[src/rtl/size_count_pkg.sv]
// Shared state encoding and parameter defaults for the queued transfer-size counter.
package size_count_pkg;

    localparam int CW_DEFAULT    = 32;
    localparam int DEPTH_DEFAULT = 4;

    typedef enum logic [1:0] {
        IDLE  = 2'b00,
        ARMED = 2'b01,
        COUNT = 2'b11
    } state_e;

endpackage

[src/rtl/size_count_q_fifo.sv]
// Size queue: array storage with a registered head read, so a freshly written head
// becomes usable one cycle after it lands in the array.
module size_fifo
    import size_count_pkg::*;
#(
    parameter int CW    = CW_DEFAULT,
    parameter int DEPTH = DEPTH_DEFAULT
) (
    input  logic                       clock,
    input  logic                       rst_n,
    input  logic                       clear,
    input  logic                       push,
    input  logic [CW-1:0]              push_data,
    input  logic                       pop,
    output logic [CW-1:0]              head,
    output logic                       head_valid,
    output logic                       full,
    output logic [$clog2(DEPTH+1)-1:0] count
);

    localparam int AW = $clog2(DEPTH);
    localparam int PW = $clog2(DEPTH + 1);

    logic [CW-1:0] mem_q [DEPTH];
    logic [CW-1:0] head_q;
    logic [AW-1:0] wr_ptr_q, wr_ptr_d;
    logic [AW-1:0] rd_ptr_q, rd_ptr_d;
    logic [PW-1:0] count_q, count_d;
    logic          head_valid_q, head_valid_d;
    logic          do_push, do_pop;

    assign full       = (count_q == PW'(DEPTH));
    assign count      = count_q;
    assign head       = head_q;
    assign head_valid = head_valid_q;

    always_comb begin
        do_push = push && !full && !clear;
        do_pop  = pop && head_valid_q && !clear;
        if (clear) begin
            wr_ptr_d = '0;
            rd_ptr_d = '0;
            count_d  = '0;
        end else begin
            wr_ptr_d = wr_ptr_q + AW'(do_push);
            rd_ptr_d = rd_ptr_q + AW'(do_pop);
            count_d  = count_q + PW'(do_push) - PW'(do_pop);
        end
        // Head read this edge sees the old array contents, so a write into the head slot is not yet visible.
        head_valid_d = (count_d != '0) && !(do_push && (wr_ptr_q == rd_ptr_d));
    end

    always_ff @(posedge clock) begin
        if (do_push) begin
            mem_q[wr_ptr_q] <= push_data;
        end
        head_q <= mem_q[rd_ptr_d];
    end

    always_ff @(posedge clock or negedge rst_n) begin
        if (!rst_n) begin
            wr_ptr_q     <= '0;
            rd_ptr_q     <= '0;
            count_q      <= '0;
            head_valid_q <= 1'b0;
        end else begin
            wr_ptr_q     <= wr_ptr_d;
            rd_ptr_q     <= rd_ptr_d;
            count_q      <= count_d;
            head_valid_q <= head_valid_d;
        end
    end

endmodule

[src/rtl/size_count_q.sv]
// Queued beat counter: loads transfer sizes from the size queue, counts data beats
// down to the final one and chains queued transfers without an idle gap.
module size_count_q
    import size_count_pkg::*;
#(
    parameter int CW    = CW_DEFAULT,
    parameter int DEPTH = DEPTH_DEFAULT
) (
    input  logic                       clock,
    input  logic                       rst_n,
    input  logic                       flush,
    input  logic                       size_valid,
    output logic                       size_ready,
    input  logic [CW-1:0]              size,
    input  logic                       data_start,
    input  logic                       data_valid,
    output logic                       last,
    output logic                       retreiving,
    output logic [CW-1:0]              current,
    output logic                       busy,
    output logic [$clog2(DEPTH+1)-1:0] pending,
    output logic                       zero_drop
);

    localparam int PW = $clog2(DEPTH + 1);

    state_e        state_q, state_d;
    logic [CW-1:0] current_q, current_d;
    logic          zero_drop_q, zero_drop_d;

    logic          full, head_valid, pop, accept, push;
    logic [CW-1:0] head;
    logic [PW-1:0] count;
    logic          load_cnt, dec_cnt, clr_cnt, cnt_one;

    size_fifo #(
        .CW    (CW),
        .DEPTH (DEPTH)
    ) u_fifo (
        .clock      (clock),
        .rst_n      (rst_n),
        .clear      (flush),
        .push       (push),
        .push_data  (size),
        .pop        (pop),
        .head       (head),
        .head_valid (head_valid),
        .full       (full),
        .count      (count)
    );

    // Zero-length sizes are consumed at the port but never reach the queue.
    assign size_ready  = !full;
    assign accept      = size_valid && size_ready && !flush;
    assign push        = accept && (size != '0);
    assign zero_drop_d = accept && (size == '0);

    assign cnt_one    = (current_q == CW'(1));
    assign current    = current_q;
    assign busy       = (state_q != IDLE);
    assign pending    = count;
    assign zero_drop  = zero_drop_q;

    // Controller
    always_comb begin
        state_d    = state_q;
        pop        = 1'b0;
        load_cnt   = 1'b0;
        dec_cnt    = 1'b0;
        clr_cnt    = 1'b0;
        last       = 1'b0;
        retreiving = 1'b0;
        if (flush) begin
            state_d = IDLE;
            clr_cnt = 1'b1;
        end else begin
            case (state_q)
                IDLE: begin
                    if (head_valid) begin
                        pop      = 1'b1;
                        load_cnt = 1'b1;
                        state_d  = ARMED;
                    end
                end
                ARMED: begin
                    if (data_start) begin
                        state_d = COUNT;
                    end
                end
                COUNT: begin
                    if (data_valid) begin
                        if (cnt_one) begin
                            last = 1'b1;
                            if (head_valid) begin
                                pop      = 1'b1;
                                load_cnt = 1'b1;
                                state_d  = ARMED;
                            end else begin
                                clr_cnt = 1'b1;
                                state_d = IDLE;
                            end
                        end else begin
                            retreiving = 1'b1;
                            dec_cnt    = 1'b1;
                        end
                    end
                end
                default: begin
                    clr_cnt = 1'b1;
                    state_d = IDLE;
                end
            endcase
        end
    end

    // Datapath
    always_comb begin
        current_d = current_q;
        if (clr_cnt) begin
            current_d = '0;
        end else if (load_cnt) begin
            current_d = head;
        end else if (dec_cnt) begin
            current_d = current_q - CW'(1);
        end
    end

    always_ff @(posedge clock or negedge rst_n) begin
        if (!rst_n) begin
            state_q     <= IDLE;
            current_q   <= '0;
            zero_drop_q <= 1'b0;
        end else begin
            state_q     <= state_d;
            current_q   <= current_d;
            zero_drop_q <= zero_drop_d;
        end
    end

endmodule

[config.mk]
export PLATFORM = sky130hd
export DESIGN_NAME = size_count_q
export DESIGN_NICKNAME = d
export VERILOG_FILES = /design/src/rtl/size_count_pkg.sv /design/src/rtl/size_count_q_fifo.sv /design/src/rtl/size_count_q.sv
export SDC_FILE = /design/constraint.sdc
export NUM_CORES = 1
export LEC_CHECK = 0
export ABC_AREA = 1
export CAP_MARGIN = 20
export CORE_MARGIN = 2
export CORE_UTILIZATION = 50
export DETAILED_ROUTE_END_ITERATION = 6
export PLACE_DENSITY = 0.78
export SLEW_MARGIN = 20
export SYNTH_ARGS = -nofsm -noshare
export SYNTH_HDL_FRONTEND = slang
export SYNTH_SLANG_ARGS = --single-unit
[constraint.sdc]
create_clock -name clock -period 4.78 [get_ports clock]
set_input_delay 0.478 -clock clock [delete_from_list [all_inputs] [get_ports clock]]
set_output_delay 0.478 -clock clock [all_outputs]
set_load 0.02 [all_outputs]
==> results of run 1 <==
[registers in the layout (all words and copies together) (netlist names)]
signal and count:
u_fifo.mem_q 128, current 32, u_fifo.head 32, u_fifo.count 3, state_q 2, u_fifo.rd_ptr_q 2, u_fifo.wr_ptr_q 2, u_fifo.head_valid 1
zero_drop 1
[final cells by class]
cell class | count | share of cell area, %
clock buffers | 30 | 5.270
well taps | 229 | 2.700
inverters | 49 | 1.733
multi-input cells | 585 | 28.87
clock inverters | 7 | 0.8253
flip-flops and latches | 203 | 52.39
repair buffers | 89 | 8.206
[critical path: stages (launching register included)]
cell and delay [ns]:
dfrtp_1 0.45, nor2_2 0.22, nand2_1 0.11, nor2_2 0.16, nand2_1 0.11, nor2_4 0.15, nand2_2 0.08, nand2_2 0.40
nand2_2 0.09, inv_1 0.09, ha_1 0.15, or2_2 0.11, nand3_2 0.50, buf_4 0.45, o31ai_1 0.29
[power breakdown]
group / total [mW] / internal, mW / switching [mW]
clock network: 1.56 / 0.924 / 0.633
registers: 2.37 / 2.13 / 0.244
logic: 3.39 / 1.27 / 2.12
total: 7.32 / 4.32 / 3.00
[Yosys cell counts (all sizes together)]
cell type,instances
o21ai,3
nand2,178
a21oi,3
nand3b,19
dfrtp,43
o22ai,1
nor3,4
and2,2
fa,1
ha,10
inv,48
o211ai,32
xor2,13
dfxtp,32
nand3,53
nand4,36
o31ai,33
nor4,2
clkinv,1
a211oi,1
o21bai,1
nor2,150
clkbuf,16
xnor2,10
edfxtp,128
buf,28
or2,33
[kinds of logic (layout without fill, tap and decap cells)]
family,count (synthesis),after routing
buffers and inverters,93,175
AND/OR/NAND/NOR,477,477
flip-flops,203,203
adder cells (fa/ha/maj),11,11
AO/OA/AOI/OAI,74,74
XOR/XNOR,23,23
[per-stage QoR]
step / instances / utilization, %
after floorplan: 881 / -
after global placement: 1155 / 55.85
after detailed placement: 1155 / 55.85
after CTS: 1192 / 59.47
after global routing: 1192 / 59.49
final: 1192 / 59.49
[metal layers]
| metal | up-vias | GRT usage (%) | routed length (um) |
|---|---|---|---|
| li1 | 3154 | - | - |
| met1 | 3070 | 28.39 | 8760 |
| met2 | 212 | 33.45 | 9283 |
| met3 | 33 | 3.083 | 1255 |
| met4 | 0 | 6.606 | 543 |
| met5 | - | 0 | 0 |
[worst max-delay path by stage]
stage,cells past startpoint,endpoint,slack (ns)
floorplan,4,u_fifo.mem_q[2][0],0.22
global placement,11,current[18],1.41
detailed placement,14,u_fifo.head[25],1.33
CTS,14,u_fifo.head[13],1.27
global route,15,u_fifo.head[13],0.89
finish,14,u_fifo.head[13],1.28
[placed cells by master (no fill, tap or decap), drive strengths merged, types with 2 or more instances in the layout]
master,count
nor2,150
nand2,178
or2,33
clkdlybuf4s50,76
nand3b,19
nand4,36
nor4,2
a21oi,3
o31ai,33
clkinv,5
inv,49
dfxtp,32
o211ai,32
buf,13
and2,2
edfxtp,128
dfrtp,43
xor2,13
nor3,4
bufinv,2
o21ai,3
ha,10
xnor2,10
nand3,53
clkbuf,30
==> qor.csv, run 1 <==
stage;metric;value;unit
floorplan;width of the die;138.2;um
clocking;Post-CTS Hold Buffers;0;
yosys;Synth Area in Compound Gates;5.991;%
yosys;Post-Synth Adder-Cell Area;1.612;%
cells_and_area;Antenna Cells;0;
cells_and_area;Fill cells;1451;
setup_path;reg-to-reg slack, setup;1.28;ns
power;total power;7.319;mW
clocking;CTS Buffer Depth;3;
drt;DRC;0;
clocking;CTS tree;built;
floorplan;die extent in y;138.2;um
yosys;post-synth top area share;42.70;%
drt;first-pass detailed-route iteration total;5;
yosys;XOR/XNOR Fraction of Synth Area;2.238;%
yosys;Post-Synth Simple-Gate Area;23.88;%
sta;Final WS setup;1.280;ns
sta;RSZ-0062 raised after global routing;no;
sta;period utilization;73.22;%
drt;DRT iter0 DRCs;609;
sta;Max Clk Rate;285.7;MHz
run_status;run status;complete, but fails checks;
run_status;failing checks;negative hold slack;
clocking;Worst-Skew Late Latency;0.49;ns
yosys;#FFs+latches synth;203;
clocking;CTS buffer count;21;
setup_path;Required @ worst endpoint;5.16;ns
drt;Routed WL;19840;um
drt;Vias/cell;5.427;
global_routing;GRT Overall Usage;20.44;%
sta;worst clock skew;0.01806;ns
cells_and_area;Area Growth Syn to Fin;17.90;%
setup_path;Setup crit start kind;register;
setup_path;worst reg2reg path depth;14;
floorplan;Initial Utilization;50.45;%
drt;total number of vias;6469;
placement;number of port buffers;77;
job;MaxCap Viol Count;0;
yosys;post-synth top area cell;edfxtp_1;
setup_path;Worst Path Class, Setup;register to register;
floorplan;Die ar.;19090;um^2
setup_path;Arrival @ worst endpoint;3.88;ns
global_routing;initial antenna violation count;0;
placement;pre-CTS WS;1.325;ns
power;Leakage;4.337;nW
clocking;deepest level of the CTS H-tree;1;
drt;DRT antenna net count;0;
floorplan;Core ar.;17840;um^2
cells_and_area;layout cells sized above 1;9.138;%
clocking;setup bufs post-CTS;0;
cells_and_area;Design Area, Final;10610;um^2
yosys;Yosys cell types;35;
sta;total negative setup slack;0;ns
clocking;clock sinks;203;
placement;DPL Wire Length;12780;um
global_routing;first-pass GRT wire length;31760;um
sta;final hold viol count;5;
clocking;clk slew on worst S/H paths;0.06;ns
placement;Post-DP Area;9963;um^2
yosys;syn nets;930;
min_path;Min-Delay Path Class;input pin to async pin;
sta;Slew Viols, Final;0;
yosys;Cells after Synth;881;
setup_path;Max Fanout on Critical Path;33;
yosys;Synth Cell Area;9001;um^2
yosys;Syn Area/Cell;10.22;um^2
sta;final setup fails;0;
yosys;main combinational cell family by area after synthesis;simple AND/OR/NAND/NOR gates;
global_routing;number of global-route vias before repair;6223;
yosys;sequential fraction of the synthesis area;61.77;%
setup_path;worst r2r dst;u_fifo.head[13];
power;Max IR drop VDD;0.5567;mV
cells_and_area;# nets final;998;
placement;global placer's final weighted congestion;0.9179;
sta;Worst Tran Pin Value;1.101;ns
sta;Final Critical Period;3.500;ns
cells_and_area;multi-input logic area;3064;um^2
sta;final hold slack;-0.01055;ns
floorplan;num rows;49;
clocking;Resize count post-CTS;0;
global_routing;largest net degree at the start of global routing;66;
setup_path;reg-to-reg startpoint;current[9];
drt;routed len/inst;16.65;um
cells_and_area;register area;5560;um^2
power;PwrDens;689.6;nW/um^2
sta;Worst slew margin;26.50;%
setup_path;CP Capture Type;register;
clocking;CTS Root Cell;clkbuf_16;
yosys;Synth area leaders;edfxtp_1 43%, dfrtp_1 12%, nand2_1 7.3%, dfxtp_1 7.1%, nor2_1 6.0%;
yosys;post-synthesis mux area share;0;%
floorplan;# IOs;78;
yosys;Yosys warnings;0;
global_routing;Remaining Overflow, GRT;0;
setup_path;crit path from;current[9];
No activity file was read; power rests on OpenSTA's default activity.
==> inputs of run 2 (changes only) <==
Settings changed: PLACE_DENSITY 0.78 to 0.8.
Clock period 4.78 ns to 2.84 ns, I/O delays scaled along.
==> qor.csv, run 2 (synthesis gave the netlist of run 1 again) <==
stage;metric;value;unit;change
cells_and_area;Area Growth Syn to Fin;25.34;%;
cells_and_area;Antenna Cells;0;;unchanged
sta;Slew Viols, Final;0;;unchanged
sta;Max Clk Rate;376.7;MHz;+32%
drt;first-pass detailed-route iteration total;5;;unchanged
cells_and_area;# nets final;1046;;+4.8%
floorplan;# IOs;78;;unchanged
setup_path;Setup crit start kind;register;;
drt;Vias/cell;5.377;;-0.93%
floorplan;die extent in y;138.2;um;unchanged
global_routing;GRT Overall Usage;21.04;%;+0.60 points
clocking;Worst-Skew Late Latency;0.51;ns;+0.02 ns
global_routing;initial antenna violation count;0;;unchanged
sta;Final WS setup;0.1852;ns;-1.095 ns
cells_and_area;Fill cells;1344;;-7.4%
min_path;Min-Delay Path Class;input pin to async pin;;
drt;DRT antenna net count;0;;unchanged
cells_and_area;leading cell types in the layout, fill and taps excluded;170 x nand2_1, 133 x nor2_1, 128 x edfxtp_1, 76 x clkdlybuf4s50_1, 53 x buf_4;;
cells_and_area;multi-input logic area;3162;um^2;+3.2%
power;PwrDens;1180;nW/um^2;+71%
global_routing;first-pass GRT wire length;32590;um;+2.6%
clocking;clk slew on worst S/H paths;0.06;ns;about the same
floorplan;num rows;49;;unchanged
clocking;CTS Buffer Depth;3;;unchanged
placement;DPL Wire Length;12770;um;-0.13%
drt;routed len/inst;16.25;um;-2.4%
floorplan;width of the die;138.2;um;unchanged
sta;Final Critical Period;2.655;ns;-0.8452 ns
job;MaxCap Viol Count;0;;unchanged
drt;Routed WL;20180;um;+1.7%
sta;Worst Tran Pin Value;0.6374;ns;-0.4638 ns
power;Leakage;4.676;nW;+7.8%
clocking;CTS Root Cell;clkbuf_16;;
clocking;CTS buffer count;22;;+4.8%
global_routing;largest net degree at the start of global routing;66;;unchanged
setup_path;worst r2r dst;u_fifo.head_valid;;
setup_path;worst reg2reg path depth;17;;+3
cells_and_area;register area;5577;um^2;+0.29%
floorplan;Die ar.;19090;um^2;unchanged
cells_and_area;Design Area, Final;11280;um^2;+6.3%
setup_path;Max Fanout on Critical Path;3;;-91%
clocking;CTS tree;built;;
global_routing;number of global-route vias before repair;6376;;+2.5%
clocking;deepest level of the CTS H-tree;1;;unchanged
drt;total number of vias;6678;;+3.2%
setup_path;reg-to-reg slack, setup;0.19;ns;-1.09 ns
clocking;clock sinks;203;;unchanged
setup_path;Arrival @ worst endpoint;3.05;ns;-0.83 ns
sta;worst clock skew;0.01362;ns;-0.004448 ns
drt;DRC;0;;unchanged
cells_and_area;flip-flop count of the largest register after layout;128;;unchanged
setup_path;Required @ worst endpoint;3.23;ns;-1.93 ns
cells_and_area;Biggest register;u_fifo.mem_q;;
cells_and_area;commonest non-fill, non-tap cell in the layout;nand2_1;;
setup_path;CP Capture Type;register;;
sta;final hold viol count;0;;-5
setup_path;Worst Path Class, Setup;register to register;;
cells_and_area;layout cells sized above 1;17.18;%;+8.0 points
run_status;run status;finished, final reports clean;;
setup_path;reg-to-reg startpoint;current[17];;
floorplan;Core ar.;17840;um^2;unchanged
sta;Worst slew margin;57.50;%;+31 points
cells_and_area;final non-filler cell total;1242;;+4.2%
drt;DRT iter0 DRCs;485;;-20%
sta;final setup fails;0;;unchanged
placement;global placer's final weighted congestion;0.9234;;+0.60%
global_routing;Remaining Overflow, GRT;0;;unchanged
placement;number of port buffers;77;;unchanged
placement;Post-DP Area;10390;um^2;+4.3%
placement;pre-CTS WS;0.06005;ns;-1.265 ns
placement;Placed Cells;1195;;+3.5%
sta;period utilization;93.48;%;+20 points
power;Max IR drop VDD;1.162;mV;+110%
floorplan;Initial Utilization;50.45;%;unchanged
-- run 2: metrics by stage --
stage	setup TNS (ns)	total power [mW]	hold WS (ns)	utilization, %
after floorplan	-26.22	8.203	-0.01159	-
after global placement	0	9.933	0.4840	58.25
after detailed placement	0	10.07	0.4902	58.25
after CTS	0	13.13	0.4472	62.70
after global routing	-0.003967	14.27	0.3677	63.24
final	0	13.31	0.3154	63.24
-- run 2: what timing repair did --
item                                    4_1_cts  5_1_grt
resized for setup                             0       16
buffers inserted                              0        6
endpoints found under the hold margin        43        0
hold buffers                                  1        0
endpoints found under the setup margin        0        5
-- run 2: per-layer routing --
layer	GRT usage, %	routed length, um	vias up
li1	-	-	3263
met1	29.40	8904	3192
met2	34.26	9739	194
met3	3.325	1151	29
met4	6.498	388	0
met5	0	0	-
-- run 2: worst max path at each step --
stage               startpoint                 end  slack [ns]
3_3_place_gp       current[23]   u_fifo.head_valid        0.13
6_report           current[17]   u_fifo.head_valid        0.19
3_5_place_dp       current[23]   u_fifo.head_valid        0.06
5_1_grt            current[25]   u_fifo.head_valid      -0.004
4_1_cts            current[23]   u_fifo.head_valid        0.05
2_1_floorplan  u_fifo.count[1]  u_fifo.mem_q[2][0]       -0.41
-- run 2: where the power goes --
group          internal (mW)  total (mW)  switching (mW)
registers               3.59        3.83           0.237
logic                   2.57        6.47            3.90
clock network           1.89        3.01            1.12
total                   8.05        13.3            5.26
-- run 2: cell type report --
class	count	share of cell area (%)
sequential	203	49.43
inverter	49	1.630
clock inverter	9	1.131
timing repair buffer	136	11.42
multi-input combinational	585	28.02
tap	229	2.540
clock buffer	31	5.822
-- run 2: worst max-delay path: stages, from the launching register on --
cell	delay, ns
dfrtp_2	0.42
nor2_4	0.12
nand2_1	0.10
nor2_4	0.14
nand2_2	0.08
nor2_4	0.13
nand2_2	0.07
nand2_2	0.07
nand2_2	0.06
inv_2	0.06
ha_1	0.21
inv_1	0.05
ha_1	0.13
inv_1	0.05
fa_2	0.52
nor2_1	0.05
o31ai_1	0.21
inv_1	0.06
==> inputs of run 3 (changes only) <==
Settings changed: CORE_MARGIN 2 to default, SLEW_MARGIN 20 to default.
==> qor.csv, run 3 (synthesis gave the netlist of run 1 again) <==
stage;metric;value;unit;change
cells_and_area;# nets final;1047;;+0.096%
clocking;CTS Root Cell;clkbuf_16;;
sta;Final Critical Period;2.726;ns;+0.07151 ns
placement;global placer's final weighted congestion;0.9098;;-1.5%
drt;Routed WL;20150;um;-0.17%
setup_path;CP peak stage delay;0.54;ns;+0.02 ns
global_routing;number of global-route vias before repair;6318;;-0.91%
power;switching pwr;5.365;mW;+2.0%
cells_and_area;Antenna Cells;0;;unchanged
min_path;Min-Delay Path Class;input pin to async pin;;
drt;total number of vias;6702;;+0.36%
power;total power;13.52;mW;+1.5%
floorplan;# IOs;78;;unchanged
drt;Metal-1 WL;8686;um;-2.4%
global_routing;Remaining Overflow, GRT;0;;unchanged
cells_and_area;flip-flop count of the largest register after layout;128;;unchanged
clocking;clk slew on worst S/H paths;0.06;ns;about the same
job;MaxCap Viol Count;0;;unchanged
setup_path;Critical-path top delay cell;fa_2;;
drt;DRC;0;;unchanged
global_routing;largest net degree at the start of global routing;66;;unchanged
floorplan;Initial Utilization;51.68;%;+1.2 points
cells_and_area;Design Area, Final;11370;um^2;+0.76%
cells_and_area;leading cell types in the layout, fill and taps excluded;170 x nand2_1, 130 x nor2_1, 128 x edfxtp_1, 76 x clkdlybuf4s50_1, 52 x nand3_1;;
drt;Top Layer Used;met4;;
floorplan;width of the die;136.2;um;-1.4%
run_status;run status;finished, final reports clean;;
power;sw frac;39.69;%;+0.19 points
clocking;Worst-Skew Late Latency;0.50;ns;about the same
floorplan;die extent in y;136.2;um;-1.4%
setup_path;Setup crit start kind;register;;
sta;final hold viol count;0;;unchanged
cells_and_area;Area Growth Syn to Fin;26.30;%;
power;Leakage;4.701;nW;+0.52%
floorplan;Core ar.;17420;um^2;-2.4%
setup_path;Worst Path Class, Setup;register to register;;
floorplan;Die ar.;18540;um^2;-2.9%
cells_and_area;Biggest register;u_fifo.mem_q;;
sta;Max Clk Rate;366.8;MHz;-2.6%
sta;period utilization;96.00;%;+2.5 points
clocking;CTS buffer count;21;;-4.5%
sta;final setup fails;0;;unchanged
setup_path;crit path cell chain;inv_2 > ha_4 > nand2_1 > nor2_1 > nand2_1 > nor2_4 > nand2_2 > nand2_2 > nand2_2 > inv_2 > ha_1 > inv_1 > ha_1 > inv_1 > fa_2 > nor2_2 > o31ai_2 > inv_1;;
power;Reg power frac;28.5;%;-0.3 points
power;internal power;8.153;mW;+1.2%
power;clock share of power;22.8;%;+0.2 points
drt;Routed met3 length;1288;um;+12%
drt;DRT iter0 DRCs;783;;+61%
drt;met2 WL post-DR;9677;um;-0.64%
cells_and_area;layout cells sized above 1;17.97;%;+0.79 points
power;Comb power frac;48.7;%;about the same
placement;number of port buffers;77;;unchanged
clocking;clock sinks;203;;unchanged
sta;Worst slew margin;57.97;%;+0.46 points
sta;Slew Viols, Final;0;;unchanged
drt;DRT antenna net count;0;;unchanged
drt;first-pass detailed-route iteration total;5;;unchanged
setup_path;Max Fanout on Critical Path;3;;unchanged
global_routing;first-pass GRT wire length;31880;um;-2.2%
floorplan;num rows;48;;-2.0%
placement;DPL Wire Length;12650;um;-0.93%
sta;worst clock skew;0.01898;ns;+0.005366 ns
global_routing;initial antenna violation count;0;;unchanged
placement;Post-DP Area;10410;um^2;+0.19%
setup_path;Required @ worst endpoint;3.22;ns;about the same
clocking;CTS Buffer Depth;3;;unchanged
sta;final hold slack;0.2110;ns;-0.1044 ns
power;PwrDens;1189;nW/um^2;+0.77%
setup_path;CP Capture Type;register;;
power;Max IR drop VDD;0.8986;mV;-23%
cells_and_area;commonest non-fill, non-tap cell in the layout;nand2_1;;
drt;Vias/cell;5.414;;+0.68%
setup_path;Arrival @ worst endpoint;3.10;ns;+0.05 ns
global_routing;GRT Overall Usage;22.25;%;+1.2 points
sta;Worst Tran Pin Value;0.6305;ns;-0.006961 ns
clocking;CTS tree;built;;
drt;routed len/inst;16.27;um;+0.15%
clocking;deepest level of the CTS H-tree;1;;unchanged
run 3: area by class of cell:
type	count	area [um^2]
repair buffers	138	1339
fillers	1303	6048
inverters	49	183.9
clock inverters	15	237.7
clock buffers	23	553.0
multi-input cells	585	3197
well taps	225	281.5
flip-flops and latches	203	5577
run 3: what timing repair did:
item	4_1_cts	5_1_grt
endpoints found under the hold margin	43	0
hold buffers	1	0
gates resized for setup	0	24
endpoints found under the setup margin	0	1
setup buffers	0	7
run 3: path summary, 6_finish.rpt:
kind / endpoint / from / depth (start not counted) / slack [ns]
setup / recovery: u_fifo.head_valid / current[1] / 18 / 0.11
hold / removal: u_fifo.wr_ptr_q[1] / rst_n / 2 / 0.21
setup reg to reg: u_fifo.head_valid / current[1] / 18 / 0.11
hold reg to reg: u_fifo.head[29] / u_fifo.mem_q[0][29] / 2 / 0.50
max in group asynchronous: current[16] / rst_n / 3 / 2.13
min in group clock: u_fifo.mem_q[0][12] / size[12] / 1 / 0.44
run 3: metrics by stage:
step           instances   TNS, ns  util, %  worst slack (ns)
2_1_floorplan        881    -26.22        -           -0.4080
3_5_place_dp        1191         0    59.78           0.08485
3_3_place_gp        1191         0    59.78            0.1454
4_1_cts             1230         0    64.38           0.06520
6_report            1238         0    65.27            0.1137
5_1_grt             1238  -0.04254    65.27          -0.04254
run 3: routing by layer:
| metal | GRT usage, % | vias to the layer above |
|---|---|---|
| li1 | - | 3251 |
| met1 | 30.46 | 3153 |
| met2 | 36.52 | 258 |
| met3 | 3.356 | 40 |
| met4 | 6.852 | 0 |
| met5 | 0 | - |
run 3: power groups by stage:
stage	combinational (mW)	clock, mW	sequential (mW)
6_report	6.58	3.09	3.85
5_1_grt	7.36	3.25	3.89
4_1_cts	6.27	3.13	3.80
3_5_place_dp	6.21	0	3.86
3_3_place_gp	6.10	0	3.84
2_1_floorplan	4.02	0	4.19
run 3: critical path, delay by kind of cell (launching register included):
kind / cells / cell delay (ns)
compound gates: 1 / 0.20
simple gates: 8 / 0.64
buf+inv: 5 / 0.32
fa+ha+maj: 4 / 1.02
flops: 1 / 0.40
